## config.mk

```make
export PLATFORM = sky130hd
export DESIGN_NAME = mem_sram_bridge_flat
export DESIGN_NICKNAME = d
export VERILOG_FILES = /design/src/rtl/mem_sram_bridge_if.sv /design/src/rtl/mem_sram_bridge.sv /design/src/flat_wrapper.sv
export SDC_FILE = /design/constraint.sdc
export NUM_CORES = 1
export LEC_CHECK = 0
export ABC_AREA = 1
export BUFFER_PORTS_ARGS = -buffer_cell sky130_fd_sc_hd__clkbuf_2
export CAP_MARGIN = 20
export CORE_AREA = 3 3 126 128
export DETAILED_ROUTE_END_ITERATION = 10
export DIE_AREA = 0 0 129 131
export PLACE_DENSITY = 0.66
export SLEW_MARGIN = 20
export SYNTH_ARGS = -nofsm -noshare
export SYNTH_HDL_FRONTEND = slang
export SYNTH_SLANG_ARGS = --single-unit
```

## constraint.sdc

```tcl
create_clock -name g_clk -period 2 [get_ports g_clk]
set_clock_uncertainty 0.1 [all_clocks]
set_input_delay 0.4 -clock g_clk [delete_from_list [all_inputs] [get_ports g_clk]]
set_output_delay 0.4 -clock g_clk [all_outputs]
set_load 0.1 [all_outputs]
```

## src/rtl/mem_sram_bridge_if.sv

```systemverilog
// Request/response channel bundle between a bus requester and mem_sram_bridge.
// The requester holds the master modport; the bridge holds the slave modport.
interface mem_sram_bridge_if #(
  parameter int AW    = 32,
  parameter int WIDTH = 64
);
  logic               req_req;
  logic               req_gnt;
  logic               req_wen;
  logic [WIDTH/8-1:0] req_strb;
  logic [AW-1:0]      req_addr;
  logic [WIDTH-1:0]   req_wdata;

  logic               rsp_recv;
  logic               rsp_ack;
  logic [WIDTH-1:0]   rsp_rdata;
  logic               rsp_error;

  modport master (
    output req_req, req_wen, req_strb, req_addr, req_wdata, rsp_ack,
    input  req_gnt, rsp_recv, rsp_rdata, rsp_error
  );

  modport slave (
    input  req_req, req_wen, req_strb, req_addr, req_wdata, rsp_ack,
    output req_gnt, rsp_recv, rsp_rdata, rsp_error
  );
endinterface

```

## src/rtl/mem_sram_bridge.sv

```systemverilog
// Bridges a req/gnt + recv/ack bus onto a single-port SRAM with 1-cycle registered
// read data; responses stall into hold registers when the requester back-pressures.
module mem_sram_bridge #(
  parameter int            AW    = 32,
  parameter int            WIDTH = 64,
  parameter int            DEPTH = 1024,
  parameter logic [AW-1:0] BASE  = 'h2000_0000
) (
  input  logic                     g_clk,
  input  logic                     g_resetn,
  mem_sram_bridge_if.slave         bus,
  output logic                     mem_cen,
  output logic [WIDTH/8-1:0]       mem_wstrb,
  output logic [$clog2(DEPTH)-1:0] mem_addr,
  output logic [WIDTH-1:0]         mem_wdata,
  input  logic [WIDTH-1:0]         mem_rdata,
  input  logic                     mem_err
);

  localparam int BW   = $clog2(WIDTH / 8);
  localparam int DW   = $clog2(DEPTH);
  localparam int OFFW = BW + DW;

  typedef enum logic [1:0] {IDLE, RESP, HOLD} state_t;

  state_t           state;
  logic             wen_q;
  logic             inr_q;
  logic [WIDTH-1:0] hold_rdata;
  logic             hold_error;

  logic             accept;
  logic             in_range;
  logic [WIDTH-1:0] live_rdata;
  logic             live_error;
  logic             unused_addr_bits;

  assign in_range = (bus.req_addr[AW-1:OFFW] == BASE[AW-1:OFFW]);

  // Grant is combinational so a response can be acked and a new request taken in one cycle.
  assign bus.req_gnt = g_resetn && ((state == IDLE) || bus.rsp_ack);
  assign accept      = bus.req_req && bus.req_gnt;

  assign mem_cen   = accept && in_range;
  assign mem_wstrb = (mem_cen && bus.req_wen) ? bus.req_strb : '0;
  assign mem_addr  = bus.req_addr[BW +: DW];
  assign mem_wdata = bus.req_wdata;

  // Byte lane offset within a word carries no information for a word-wide SRAM.
  assign unused_addr_bits = ^bus.req_addr[BW-1:0];

  assign live_rdata = (inr_q && !wen_q) ? mem_rdata : '0;
  assign live_error = inr_q ? mem_err : 1'b1;

  always_comb begin
    // NOTE: every output gets a default before the case so no latch is inferred.
    bus.rsp_recv  = 1'b0;
    bus.rsp_rdata = '0;
    bus.rsp_error = 1'b0;
    if (g_resetn) begin
      case (state)
        RESP: begin
          bus.rsp_recv  = 1'b1;
          bus.rsp_rdata = live_rdata;
          bus.rsp_error = live_error;
        end
        HOLD: begin
          bus.rsp_recv  = 1'b1;
          bus.rsp_rdata = hold_rdata;
          bus.rsp_error = hold_error;
        end
        default: ;
      endcase
    end
  end

  // NOTE: reset is sampled on the clock edge; state uses non-blocking assignments only.
  always_ff @(posedge g_clk) begin
    if (!g_resetn) begin
      state      <= IDLE;
      wen_q      <= 1'b0;
      inr_q      <= 1'b0;
      hold_rdata <= '0;
      hold_error <= 1'b0;
    end else if (accept) begin
      state <= RESP;
      wen_q <= bus.req_wen;
      inr_q <= in_range;
    end else begin
      case (state)
        RESP: begin
          if (bus.rsp_ack) begin
            state <= IDLE;
          end else begin
            // SRAM data is only valid for one cycle, so freeze it before it moves on.
            state      <= HOLD;
            hold_rdata <= live_rdata;
            hold_error <= live_error;
          end
        end
        HOLD: if (bus.rsp_ack) state <= IDLE;
        default: state <= IDLE;
      endcase
    end
  end

endmodule
```

## src/flat_wrapper.sv

```systemverilog
// flat-port wrapper written by rule: the top's interface ports become plain ports
module mem_sram_bridge_flat 
#(
  parameter int            AW    = 32,
  parameter int            WIDTH = 64,
  parameter int            DEPTH = 1024,
  parameter logic [AW-1:0] BASE  = 'h2000_0000
)
  (g_clk, g_resetn, mem_cen, mem_wstrb, mem_addr, mem_wdata, mem_rdata, mem_err, bus_req_req, bus_req_wen, bus_req_strb, bus_req_addr, bus_req_wdata, bus_rsp_ack, bus_req_gnt, bus_rsp_recv, bus_rsp_rdata, bus_rsp_error);
  mem_sram_bridge_if #(.AW(AW), .WIDTH(WIDTH)) bus_i ();
  input  logic g_clk;
  input  logic g_resetn;
  output logic mem_cen;
  output logic [WIDTH/8-1:0] mem_wstrb;
  output logic [$clog2(DEPTH)-1:0] mem_addr;
  output logic [WIDTH-1:0] mem_wdata;
  input  logic [WIDTH-1:0] mem_rdata;
  input  logic mem_err;
  input wire logic [$bits(bus_i.req_req)-1:0] bus_req_req;
  input wire logic [$bits(bus_i.req_wen)-1:0] bus_req_wen;
  input wire logic [$bits(bus_i.req_strb)-1:0] bus_req_strb;
  input wire logic [$bits(bus_i.req_addr)-1:0] bus_req_addr;
  input wire logic [$bits(bus_i.req_wdata)-1:0] bus_req_wdata;
  input wire logic [$bits(bus_i.rsp_ack)-1:0] bus_rsp_ack;
  output wire logic [$bits(bus_i.req_gnt)-1:0] bus_req_gnt;
  output wire logic [$bits(bus_i.rsp_recv)-1:0] bus_rsp_recv;
  output wire logic [$bits(bus_i.rsp_rdata)-1:0] bus_rsp_rdata;
  output wire logic [$bits(bus_i.rsp_error)-1:0] bus_rsp_error;
  assign bus_i.req_req = bus_req_req;
  assign bus_i.req_wen = bus_req_wen;
  assign bus_i.req_strb = bus_req_strb;
  assign bus_i.req_addr = bus_req_addr;
  assign bus_i.req_wdata = bus_req_wdata;
  assign bus_i.rsp_ack = bus_rsp_ack;
  assign bus_req_gnt = bus_i.req_gnt;
  assign bus_rsp_recv = bus_i.rsp_recv;
  assign bus_rsp_rdata = bus_i.rsp_rdata;
  assign bus_rsp_error = bus_i.rsp_error;
  mem_sram_bridge #(.AW(AW), .WIDTH(WIDTH), .DEPTH(DEPTH), .BASE(BASE)) u_core (.g_clk(g_clk), .g_resetn(g_resetn), .bus(bus_i), .mem_cen(mem_cen), .mem_wstrb(mem_wstrb), .mem_addr(mem_addr), .mem_wdata(mem_wdata), .mem_rdata(mem_rdata), .mem_err(mem_err));
endmodule
```

### Yosys cells after proc, flatten, opt, wreduce, memory -nomap -nowiden

Index checks and enable logic that the tools add are counted.
Widths: inputs -> output; s select.

| operators by class | value |
|---|---|
| equal/unequal tests | 5 |
| mux-type cells | 13 |
| bitwise logic cells | 3 |
| reductions and logical operators | 11 |

Operators by type and width:

| kind | number |
|---|---|
| $mux 64 | 2 |
| $pmux 64 s2 | 1 |
| $eq 19x17->1 const B | 1 |
| $mux 8 | 1 |
| $logic_and 1x1->1 | 5 |
| $mux 1 | 5 |
| $mux 2 | 2 |
| $pmux 2 s2 | 1 |
| $reduce_or 2->1 | 2 |
| $ne 3x2->1 const B | 1 |
| $not 1->1 | 3 |
| $reduce_and 3->1 | 1 |
| $eq 2x1->1 const B | 1 |
| $eq 2x2->1 const B | 1 |
| $logic_not 2->1 | 1 |
| $ne 2x2->1 const B | 1 |
| $pmux 1 s2 | 1 |
| $logic_not 1->1 | 1 |
| $logic_or 1x1->1 | 1 |

| storage, ports and cells | value |
|---|---|
| bits in registers | 69 |
| input bits | 174 |
| output and inout port bits | 150 |
| word-level logic and storage cells | 38 |

### Depth between registers and ports, before layout

| depth | value |
|---|---|
| word-level depth | 7 |
| gate-level depth with buffers | 11 |
| gate-level depth less buffers | 9 |

### Worst setup path before layout

No wires, ideal clock.

| timing | value |
|---|---|
| path type | register -> output |
| from | register u_core.state[0] |
| to | output mem_wstrb[0] |
| arrival | 2865 ps |
| data required time | 1500 ps |
| setup slack | -1365 ps |
| cell stages (with the launch flop) | 9 |
| buffers on the path | 0 |
| cells stage by stage | dfxtp_1 inv_1 ha_1 nor2_2 nor2_4 nand2_4 nor2_1 nand3_1 nor2_1 |

| on the way | value |
|---|---|
| longest elaborated chain between the ends | 7 |

Ends and longest elaborated chain:

| element | RTL line | source |
|---|---|---|
| start, declared | mem_sram_bridge.sv:26 | `state_t state;` |
| start signal, assigned | mem_sram_bridge.sv:80 | `state <= IDLE;` |
| start signal, assigned | mem_sram_bridge.sv:86 | `state <= RESP;` |
| start signal, assigned | mem_sram_bridge.sv:93 | `state <= IDLE;` |
| $logic_not 2->1 | mem_sram_bridge.sv:41 | `assign bus.req_gnt = g_resetn && ((state == IDLE) \|\| bus.rsp_ack);` |
| $logic_or 1x1->1 | mem_sram_bridge.sv:41 |  |
| $logic_and 1x1->1 | mem_sram_bridge.sv:41 |  |
| named net bus_req_gnt | flat_wrapper.sv:25 | `output wire logic [$bits(bus_i.req_gnt)-1:0] bus_req_gnt;` |
| $logic_and 1x1->1 | mem_sram_bridge.sv:42 | `assign accept = bus.req_req && bus.req_gnt;` |
| $logic_and 1x1->1 | mem_sram_bridge.sv:44 | `assign mem_cen = accept && in_range;` |
| $logic_and 1x1->1 | mem_sram_bridge.sv:45 | `assign mem_wstrb = (mem_cen && bus.req_wen) ? bus.req_strb : '0;` |
| $mux 8 | mem_sram_bridge.sv:45 |  |
| end, declared | flat_wrapper.sv:14 | `output logic [WIDTH/8-1:0] mem_wstrb;` |

The timed path passes the listed nets, and every way through them passes these cells.

### Worst setup path after layout

| timing | value |
|---|---|
| from | register u_core.inr_q |
| to | output bus_rsp_rdata[48] |

| on the way | value |
|---|---|
| longest elaborated chain between the ends | 4 |

Ends and longest elaborated chain:

| element | RTL line | source |
|---|---|---|
| start, declared | mem_sram_bridge.sv:28 | `logic inr_q;` |
| start signal, assigned | mem_sram_bridge.sv:88 | `inr_q <= in_range;` |
| $logic_and 1x1->1 | mem_sram_bridge.sv:52 | `assign live_rdata = (inr_q && !wen_q) ? mem_rdata : '0;` |
| $mux 64 | mem_sram_bridge.sv:52 |  |
| $pmux 64 s2 | mem_sram_bridge.sv:61 | `case (state)` |
| $mux 64 | mem_sram_bridge.sv:60 | `if (g_resetn) begin` |
| end, declared | flat_wrapper.sv:27 | `output wire logic [$bits(bus_i.rsp_rdata)-1:0] bus_rsp_rdata;` |

Every way passes these cells.

==> summary.md <==
| Metric | Value |
|---|---|
| Top-count cell post-synth | `nand2_1` |
| Total number of vias | `5695` |
| Max cap viols | `0` |
| Post-Synth Adder-Cell Area | `0.799%` |
| Warnings, synthesis | `0` |
| Total power | `0.00401 W` |
| Fraction of registers with async set/reset | `0%` |
| Drt drc | `0` |
| Met3 WL | `1260 microns` |
| Worst setup path startpoint | `u_core.inr_q` |
| Max-slew violations | `0` |
| Starting DRT DRC Count | `348` |
| Antenna Nets Post-Route | `0` |
| Crit path time final | `2.31 ns` |
| Initial Utilization | `31.4%` |
| Grt ovf | `0` |
| Synth area leader | `dfxtp_1` |
| Status | `finished, violations left` |
| Hold WC Path Type | `in2reg` |
| Number of port buffers | `172` |
| Die Height | `131 microns` |
| Initial antenna violation count | `0` |
| Inserted Clock Buffers | `9` |
| CTS sink cnt | `69` |
| Yosys reg bits | `69` |
| H-tree depth | `3` |
| Critical Path Sink Type | `output port` |
| Synth unique cells | `24` |
| Max Buffers Root-to-Sink | `2` |
| Pwr Density | `397 nW/um^2` |
| Hold WS | `0.250 ns` |
| Compound-Gate Fraction of Synth Area | `14.1%` |
| Synth Area in XOR/XNOR | `0%` |
| Crit path arrival time | `1.81 ns` |
| First-pass GRT wire length | `26500 microns` |
| Mean area per synthesized cell | `5.89 sq um` |
| Wl on met1 | `9010 microns` |
| DR pass1 iterations | `5` |
| Final hold violation count | `0` |
| Post-Syn Instances | `797` |
| Max-slew headroom | `60.1%` |
| Pleak | `4.38 nW` |
| Die ar. | `16900 sq um` |
| Area growth, synth to finish | `115%` |
| Post-synthesis simple-gate area fraction | `30.8%` |
| Worst EP required | `1.50 ns` |
| Max Used Layer | `met4` |
| Kind of critical path | `reg2out` |
| Post-DP HPWL | `10800 microns` |
| Clock root cell | `clkbuf_16` |
| Worst R2R Setup Slack | `-0.01 ns` |
| Slew @ Worst Pin | `0.598 ns` |
| Worst r2r dst | `u_core.hold_rdata[41]` |
| RSZ-0062 raised after global routing | `true` |
| R2R depth | `13` |
| Number of flops mapped to enable cells by yosys | `0` |
| Cell Rows | `45` |
| Final core occ | `67.4%` |
| Worst flop-to-flop path startpoint | `u_core.state[1]` |
| Synth top cells by count | `237 x nand2_1, 126 x nor2_1, 97 x a21oi_1, 93 x inv_1, 80 x buf_4` |
| Top cell type's share of synthesized area | `29.4%` |
| Multiplexer share of the synthesized area | `0%` |
| Crit path to | `bus_rsp_rdata[48]` |
| Largest net degree at the start of global routing | `42` |
| Setup Viol. Count Final | `79` |
| Final #Nets | `1135` |
| I/O pins | `324` |
| VDD IR-drop max | `0.000452 V` |
| CP Max Fanout | `7` |
| Mapped cell area | `4700 sq um` |
| Share of layout cells above drive strength 1 | `65.2%` |
| Routed met2 length | `11200 microns` |
| Crit path launch type | `flip-flop` |
| Core area | `15000 sq um` |
| Avg Vias per Cell | `4.95` |
| Routed wire length per instance | `19.1 microns` |
| Total Wirelength | `22000 microns` |
| Top cells by area, synth | `dfxtp_1 29%, nand2_1 19%, buf_4 13%, a21oi_1 10%, nor2_1 10%` |
| Clk slew on worst S/H paths | `0.06 ns` |
| Fin crit share | `116%` |
| Via count of the first global-routing pass | `5255` |
| Mapped Nets | `974` |
| Ant diodes | `0` |
| Failing checks | `setup timing` |
| Max Clk Rate | `0.433 GHz` |
| GRT Resource Usage Total | `19.9%` |
| Post-synthesis sequential area ratio | `29.4%` |
| Final WS setup | `-0.311 ns` |
| Post-synth top flop | `dfxtp_1` |
| Die W | `129 microns` |
| TritonCTS clock tree | `yes` |
| Gp weighted congestion | `0.742` |
| Clk_lat worst skew | `0.33 ns` |
| Largest family of logic cells by synthesized area | `simple AND/OR/NAND/NOR gates` |
==> state kept, by name (all words and copies together) (netlist names) <==
register / flops
u_core.hold_rdata: 64
u_core.state: 2
u_core.hold_error: 1
u_core.inr_q: 1
u_core.wen_q: 1
==> cells by family after synthesis <==
logic type      after synthesis
simple gates                376
buf+inv                     217
compound gates              132
flops                        69
fa+ha+maj                     3
==> worst min path at each step <==
| stage | to | cells after the start | slack [ns] | startpoint |
|---|---|---|---|---|
| final | u_core.wen_q | 3 | 0.25 | bus_req_req |
| after global routing | u_core.wen_q | 3 | 0.28 | bus_req_req |
| after CTS | u_core.wen_q | 3 | 0.23 | bus_req_req |
| after detailed placement | u_core.hold_rdata[15] | 2 | 0.36 | u_core.hold_rdata[15] |
| after global placement | u_core.inr_q | 2 | 0.35 | u_core.inr_q |
| after floorplan | u_core.hold_rdata[11] | 2 | 0.34 | u_core.hold_rdata[11] |
==> where the power goes <==
part           internal, W  leakage (nW)  switching (W)
clock              0.00110         0.150       0.000642
combinational     0.000368          3.67       0.000463
sequential         0.00141         0.561      0.0000263
==> per-layer routing <==
metal,global-route usage [%],vias to the layer above
li1,-,2679
met1,23.4,2723
met2,35.3,237
met3,3.90,56
met4,8.03,0
met5,0,-
==> placed cells by master (no fill, tap or decap), types with 7 or more instances in the layout <==
master,synthesis,layout
buf_12,0,99
buf_4,80,23
buf_8,0,7
nand2_4,1,52
inv_1,93,62
nand2_2,1,95
a21oi_1,97,22
a21oi_2,0,11
inv_2,2,25
dfxtp_1,69,66
o21ai_1,11,7
nand2_1,237,91
clkbuf_2,1,96
buf_6,5,13
nor2_1,126,77
clkbuf_16,0,32
a21oi_4,0,64
o21ai_2,0,24
buf_16,0,9
nor2_2,2,9
nor2_4,1,43
==> worst max-delay path: stages, from the launching register on <==
cell,delay (ns)
dfxtp_2,0.33
inv_2,0.05
nor2_4,0.13
buf_12,0.17
inv_12,0.06
buf_16,0.16
nor2_4,0.11
nand2_2,0.08
a21oi_4,0.19
buf_12,0.19
==> layout make-up <==
class                           instances  area [sq um]
Clock buffer                           11           233
Clock inverter                          5          85.1
Inverter                               95           398
Timing Repair inverter                  1          8.76
Tap cell                              188           235
Sequential cell                        69          1390
Multi-Input combinational cell        512          4050
Timing Repair Buffer                  270          3710
Fill cell                            1129          4880
==> through the flow <==
step,setup slack [ns],cells,instance area [sq um],setup TNS [ns]
2_1_floorplan,-0.629,797,5700,-7.08
3_3_place_gp,-0.0528,1066,7390,-0.273
3_5_place_dp,-0.0476,1066,7390,-0.268
4_1_cts,-0.285,1104,8430,-18.60
5_1_grt,-0.381,1151,10100,-24.82
6_report,-0.311,1151,10100,-19.05
==> repair_timing <==
action                     CTS  global route
pin swaps                   46            82
hold buffers                 0             0
setup buffers               16            13
setup endpoints to repair   75           140
cloned                       7            36
gates resized for setup    143           263
Note: power is estimated with default switching activity, not from simulation.
